### config.mk
export PLATFORM = sky130hd
export DESIGN_NAME = wb_mem_arbiter
export DESIGN_NICKNAME = d
export VERILOG_FILES = /design/src/rtl/wb_mem_arbiter.sv
export SDC_FILE = /design/constraint.sdc
export NUM_CORES = 1
export LEC_CHECK = 0
export BUFFER_PORTS_ARGS = -buffer_cell sky130_fd_sc_hd__clkbuf_2
export CORE_AREA = 5 5 118 120
export DETAILED_ROUTE_END_ITERATION = 8
export DIE_AREA = 0 0 123 125
export PLACE_DENSITY = 0.68
export SYNTH_ARGS = -nofsm -noshare
export SYNTH_HDL_FRONTEND = slang
export SYNTH_SLANG_ARGS = --single-unit
export TNS_END_PERCENT = 1
### constraint.sdc
create_clock -name clk_i -period 3 [get_ports clk_i]
set_input_delay 0.3 -clock clk_i [delete_from_list [all_inputs] [get_ports clk_i]]
set_output_delay 0.3 -clock clk_i [all_outputs]
set_load 0.05 [all_outputs]
### src/rtl/wb_mem_arbiter.sv
// Two-master Wishbone arbiter for the memory bus: round-robin grant locked per
// transaction, with a watchdog that terminates transactions the slave never acks.
module wb_mem_arbiter #(
  parameter int AW      = 32,
  parameter int DW      = 32,
  parameter int TIMEOUT = 255,
  parameter int CW      = 16
) (
  input  logic              clk_i,
  input  logic              rst_i,
  input  logic              m0_stb_i,
  input  logic              m0_we_i,
  input  logic [AW-1:0]     m0_adr_i,
  input  logic [DW-1:0]     m0_dat_i,
  input  logic [DW/8-1:0]   m0_sel_i,
  output logic [DW-1:0]     m0_dat_o,
  output logic              m0_ack_o,
  output logic              m0_err_o,
  input  logic              m1_stb_i,
  input  logic              m1_we_i,
  input  logic [AW-1:0]     m1_adr_i,
  input  logic [DW-1:0]     m1_dat_i,
  input  logic [DW/8-1:0]   m1_sel_i,
  output logic [DW-1:0]     m1_dat_o,
  output logic              m1_ack_o,
  output logic              m1_err_o,
  output logic              s_stb_o,
  output logic              s_we_o,
  output logic [AW-1:0]     s_adr_o,
  output logic [DW-1:0]     s_dat_o,
  output logic [DW/8-1:0]   s_sel_o,
  input  logic [DW-1:0]     s_dat_i,
  input  logic              s_ack_i,
  output logic              busy_o,
  output logic              gnt_o
);

  typedef enum logic [1:0] {IDLE, GNT0, GNT1} state_t;

  localparam logic [CW-1:0] CNT_LIMIT = CW'(TIMEOUT - 1);
  localparam logic [CW-1:0] CNT_ONE   = CW'(1);

  state_t        state, state_next;
  logic          last, last_next;
  logic          gnt, gnt_next;
  logic [CW-1:0] cnt, cnt_next;

  logic granted;
  logic owner;
  logic own_stb;
  logic timeout_hit;

  always_ff @(posedge clk_i or posedge rst_i) begin
    if (rst_i) begin
      state <= IDLE;
      last  <= 1'b1;
      gnt   <= 1'b0;
      cnt   <= '0;
    end else begin
      state <= state_next;
      last  <= last_next;
      gnt   <= gnt_next;
      cnt   <= cnt_next;
    end
  end

  // Watchdog fires on the TIMEOUT-th granted cycle; a same-cycle ack overrides it.
  always_comb begin
    granted     = (state != IDLE);
    owner       = (state == GNT1);
    own_stb     = owner ? m1_stb_i : m0_stb_i;
    timeout_hit = granted && (cnt == CNT_LIMIT) && !s_ack_i;
  end

  always_comb begin
    state_next = state;
    last_next  = last;
    gnt_next   = gnt;
    cnt_next   = cnt;
    s_stb_o    = 1'b0;
    s_we_o     = 1'b0;
    s_adr_o    = '0;
    s_dat_o    = '0;
    s_sel_o    = '0;
    m0_dat_o   = '0;
    m0_ack_o   = 1'b0;
    m0_err_o   = 1'b0;
    m1_dat_o   = '0;
    m1_ack_o   = 1'b0;
    m1_err_o   = 1'b0;

    case (state)
      IDLE: begin
        cnt_next = '0;
        // On a tie the master that was not served last wins.
        if (m0_stb_i && m1_stb_i) begin
          state_next = last ? GNT0 : GNT1;
          gnt_next   = ~last;
        end else if (m0_stb_i) begin
          state_next = GNT0;
          gnt_next   = 1'b0;
        end else if (m1_stb_i) begin
          state_next = GNT1;
          gnt_next   = 1'b1;
        end
      end
      GNT0, GNT1: begin
        s_stb_o = own_stb && !timeout_hit;
        s_we_o  = owner ? m1_we_i  : m0_we_i;
        s_adr_o = owner ? m1_adr_i : m0_adr_i;
        s_dat_o = owner ? m1_dat_i : m0_dat_i;
        s_sel_o = owner ? m1_sel_i : m0_sel_i;
        if (owner) begin
          m1_dat_o = s_dat_i;
          m1_ack_o = s_ack_i && m1_stb_i;
          m1_err_o = timeout_hit && m1_stb_i;
        end else begin
          m0_dat_o = s_dat_i;
          m0_ack_o = s_ack_i && m0_stb_i;
          m0_err_o = timeout_hit && m0_stb_i;
        end
        if (!own_stb || s_ack_i || timeout_hit) begin
          state_next = IDLE;
          last_next  = owner;
        end else begin
          cnt_next = cnt + CNT_ONE;
        end
      end
      default: state_next = IDLE;
    endcase
  end

  assign busy_o = granted;
  assign gnt_o  = gnt;

endmodule
== Word-level counts from Yosys, hierarchy flattened ==
Cells that the tools add are included.

* Bits in registers: 20
* Logic and storage cells: 67
* Input bits: 175
* Output and inout port bits: 140

* Reductions and logical operators: 22
* Bitwise logic cells: 1
* Add/sub/neg operators: 1
* Muxes and demuxes: 33
* Equal/unequal tests: 6

{| class="wikitable"
|+ Operators by type and width
! cell !! number
|-
| $mux W32 || 8
|-
| $pmux W16 S2 || 1
|-
| $add A16 B1 Y16 const B || 1
|-
| $eq A16 B8 Y1 const B || 1
|-
| $mux W16 || 1
|-
| $mux W1 || 15
|-
| $mux W2 || 5
|-
| $logic_and A1 B1 Y1 || 8
|-
| $mux W4 || 2
|-
| $reduce_and A2 Y1 || 4
|-
| $ne A2 B2 Y1 const B || 2
|-
| $ne A4 B4 Y1 const B || 1
|-
| $pmux W2 S2 || 1
|-
| $reduce_bool A2 Y1 || 2
|-
| $logic_not A1 Y1 || 3
|-
| $reduce_bool A3 Y1 || 1
|-
| $eq A2 B1 Y1 const B || 1
|-
| $eq A2 B2 Y1 const B || 1
|-
| $logic_not A2 Y1 || 1
|-
| $logic_or A1 B1 Y1 || 2
|-
| $reduce_or A2 Y1 || 1
|-
| $not A1 Y1 || 1
|}

== Depth between registers and ports, before layout ==
* Word-level depth: 7
* Depth in mapped cells: 10
* Gate-level depth less buffers: 7

== Least setup slack after synthesis ==
No wires, ideal clock.

* Kind: reg-to-output
* From: register state[0]
* To: output s_adr_o[0]
* Slack: 0.177 ns
* Cell stages (with the launch flop): 8
* Data arrival time: 2.523 ns
* Required time: 2.700 ns
* Path buffers: 3
* Cell sequence: dfrtp_1 inv_1 ha_1 clkbuf_1 clkbuf_1 buf_1 mux2i_1 nor2b_1

* Word-level cells in the longest chain between the ends: 3
* Elaborated cells between the ends (all ways): 5
* Classes of those cells: 2 x eq/ne; 2 x mux; 1 x reduce/logical

{| class="wikitable"
|+ RTL lines
! what !! RTL line !! text
|-
| start: declaration || 43 || <nowiki>state_t state, state_next;</nowiki>
|-
| start signal: assignment || 60 || <nowiki>state <= state_next;</nowiki>
|-
| $eq A2 B2 Y1 * || 70 || <nowiki>owner = (state == GNT1);</nowiki>
|-
| net owner || 49 || <nowiki>logic owner;</nowiki>
|-
| $mux W32 or $reduce_or A2 Y1 (tied branches) || 110, 92 ||
|-
| $mux W32 * || 92 || <nowiki>case (state)</nowiki>
|-
| end: declaration || 29 || <nowiki>output logic [AW-1:0] s_adr_o,</nowiki>
|}

Mark *: on every way through the listed nets, which the timed path passes. The rest lies on a longest branch.

== Final worst setup path ==
* From: register state[1]
* To: output m1_err_o

* Word-level cells in the longest chain between the ends: 6
* Elaborated cells between the ends (all ways): 9
* Classes of those cells: 2 x eq/ne; 2 x mux; 5 x reduce/logical

{| class="wikitable"
|+ RTL lines
! what !! RTL line !! text
|-
| $reduce_bool A2 Y1 || 69 || <nowiki>granted = (state != IDLE);</nowiki>
|-
| $logic_and A1 B1 Y1 (2 in a row) || 72 || <nowiki>timeout_hit = granted && (cnt == CNT_LIMIT) && !s_ack_i;</nowiki>
|-
| $logic_and A1 B1 Y1 || 116 || <nowiki>m1_err_o = timeout_hit && m1_stb_i;</nowiki>
|-
| $mux W1 || 113 || <nowiki>if (owner) begin</nowiki>
|-
| $mux W1 * || 92 ||
|-
| end: declaration || 26 || <nowiki>output logic m1_err_o,</nowiki>
|}

Every way passes the cells marked *; elsewhere a longest branch is shown, timed or not.

==> impl_results.md <==
* Number of synthesized flops with an enable pin at 0
* Row Count at 42
* Per-cell routed wire length at 17.39 um
* Fin. max-slew vios at 0
* Share of post-route cells with drive strength above 1 at 50.30%
* Die H at 125 um
* Overall Global Routing Usage at 17.32%
* Post-route DRC violation count at 0
* Pin count of the biggest net entering global routing at 106
* Worst path cell trace: inv_1, ha_2, or4_1, nor4_1, buf_4, and4_1, clkbuf_2
* Hold_buf cts at 0
* Htree depth at 1
* Die ar. at 0.01538 sq mm
* Starting DRT DRC Count at 110
* Most frequent cells in the layout: 301 x clkbuf_2, 71 x mux2i_1, 70 x nor2b_1
* Worst-path maximum fanout at 9
* Type of origin of the critical path: register
* Clk root buf: clkbuf_16
* First-pass GRT wire length at 20560 um
* Syn Area/Cell at 7.910 sq um
* Clk buf depth at 2
* Worst-path clk slew at 60 ps
* Routed Antenna Nets at 0
* Initial Util at 22.30%
* Most common cell after layout, fill and taps aside: clkbuf_2
* Max-cap violations at 0
* Final Hold Viols at 0
* CP Class: reg2out
* Actual slew at the worst max-slew pin at 789.8 ps
* Slowest stage delay, CP at 530 ps
* Area Growth Syn to Fin at 70.46%
* Critical path's slowest cell: or4_1
* Num CTS Buffers at 3
* Die Wd at 123 um
* Mapped Cells at 363
* Final nets at 840
* Tmin final at 2655 ps
* Vias in the first global route at 3553
* Clock skew at 3.087 ps
* Fin crit share at 88.51%
* Post-cts sizing count at 0
* Buffers and inverters on the worst path at 3
* Post-synth cell types at 43
* Initial antenna violation count at 0
* Fmax at 376.6 MHz
* Sequential share of the synthesized area at 17.47%
* Clock latency at the later pin of the worst-skew pair at 250 ps
* Final Wtd Congestion at 0.8679
* Fin worst setup slack at 344.8 ps
* #FFs+latches synth at 20
* Via Count at 3685
* Drt first pass iters at 6
* Ranking of synthesized cells by area: mux2i_1 25%, dfrtp_1 17%, nor2b_1 15%
* Core box area at 0.01287 sq mm
* Post-route setup TNS at 0 ps
* Clock sink count at 20
* Post-DP HPWL at 12480 um
* Final Cell Area at 0.004895 sq mm
* Worst rel slew slack at 47.29%
* Ys Warns at 0
* Port bufs at 314
* Arr. time, crit path at 2360 ps
* Final setup fails at 0
* GRT overflow at 0
* Routed WL at 14540 um
* Avg Vias per Cell at 4.408
* Worst EP required at 2700 ps
* Worst slack at placement at 377.0 ps
* CP Capture Type: output port
* Synthesized area at 0.002872 sq mm
* Yosys top cell area share at 24.75%
* Delay-heaviest family, CP: simple AND/OR/NAND/NOR gates
* Area after DPL at 0.004806 sq mm
* Mapped Nets at 542
* Synth Flop Type: dfrtp_1
* Post-CTS setup buffer count at 0
* Fillers at 1327
* I/O pin cnt at 315
* CTS tree: done
* Status: finished clean
* Synth area leader: mux2i_1
* RSZ-0062 raised after global routing: false
* Worst min-delay path category: in2async
* Post-synth ARST share at 100.0%
* Antenna cell count at 0
## flip-flops by register name, summed over array words and instances (netlist names)
signal  cells
cnt        16
gnt_o       1
last        1
state       2
## cells by family (layout without fill, tap and decap cells)
| logic type | count (synthesis) | after routing | share of synthesized area, % |
|---|---|---|---|
| and+or+nand+nor | 203 | 203 | 42.48 |
| buffers and inverters | 34 | 331 | 5.272 |
| muxes | 72 | 72 | 25.14 |
| adders and majority gates | 4 | 4 | 1.743 |
| AOI/OAI and AO/OA | 30 | 30 | 7.887 |
| DFF | 20 | 20 | 17.47 |
## area by class of cell
class                   count  area, sq um  area share [%]
repair buffers            320         1824           37.27
multi-input cells         309         2233           45.63
clock buffers               4        88.84           1.815
inverters                   7        26.28          0.5368
flip-flops and latches     20        501.7           10.25
well taps                 176        220.2           4.499
## cell usage after synthesis (all sizes together), types with 2 or more instances
cell / count
a211o: 6
a21o: 2
a21oi: 4
and2: 66
and3: 8
and4: 4
buf: 10
clkbuf: 17
dfrtp: 19
ha: 4
inv: 7
mux2i: 71
nand2: 13
nand2b: 5
nand3: 13
nand4: 3
nor2: 4
nor2b: 70
nor3: 6
nor4: 5
o21a: 2
o21ai: 7
or3: 2
## worst paths after layout
check / startpoint / end / slack, ps / depth (start not counted)
max in group asynchronous: rst_i / cnt[6] / 2320 / 2
max reg2reg: state[1] / cnt[14] / 370 / 8
min in group clk_i: m1_stb_i / gnt_o / 370 / 3
min: rst_i / cnt[8] / 190 / 2
max: state[1] / m1_err_o / 340 / 7
min reg2reg: gnt_o / gnt_o / 480 / 2
## per-stage QoR
step,hold slack (ps),utilization (%),instances
global placement,463.3,37.33,832
global route,271.9,38.02,836
finish,187.2,38.02,836
detailed placement,480.6,37.33,832
CTS,230.6,38.02,836
floorplan,263.1,-,363
## routing by layer
metal  share of wire (%)  track usage, %  up-vias  routed length [um]
met3                  16           10.70        6                2352
met1                  38           19.42     1650                5467
li1                    -               -     1845                   -
met5                   0               0        -                   0
met4                0.83           2.801        0                 121
met2                  45           28.43      184                6593
Power is left out: the tool's default activity adds up to more than one toggle a clock period on the data nets, which glitch-free logic cannot reach.
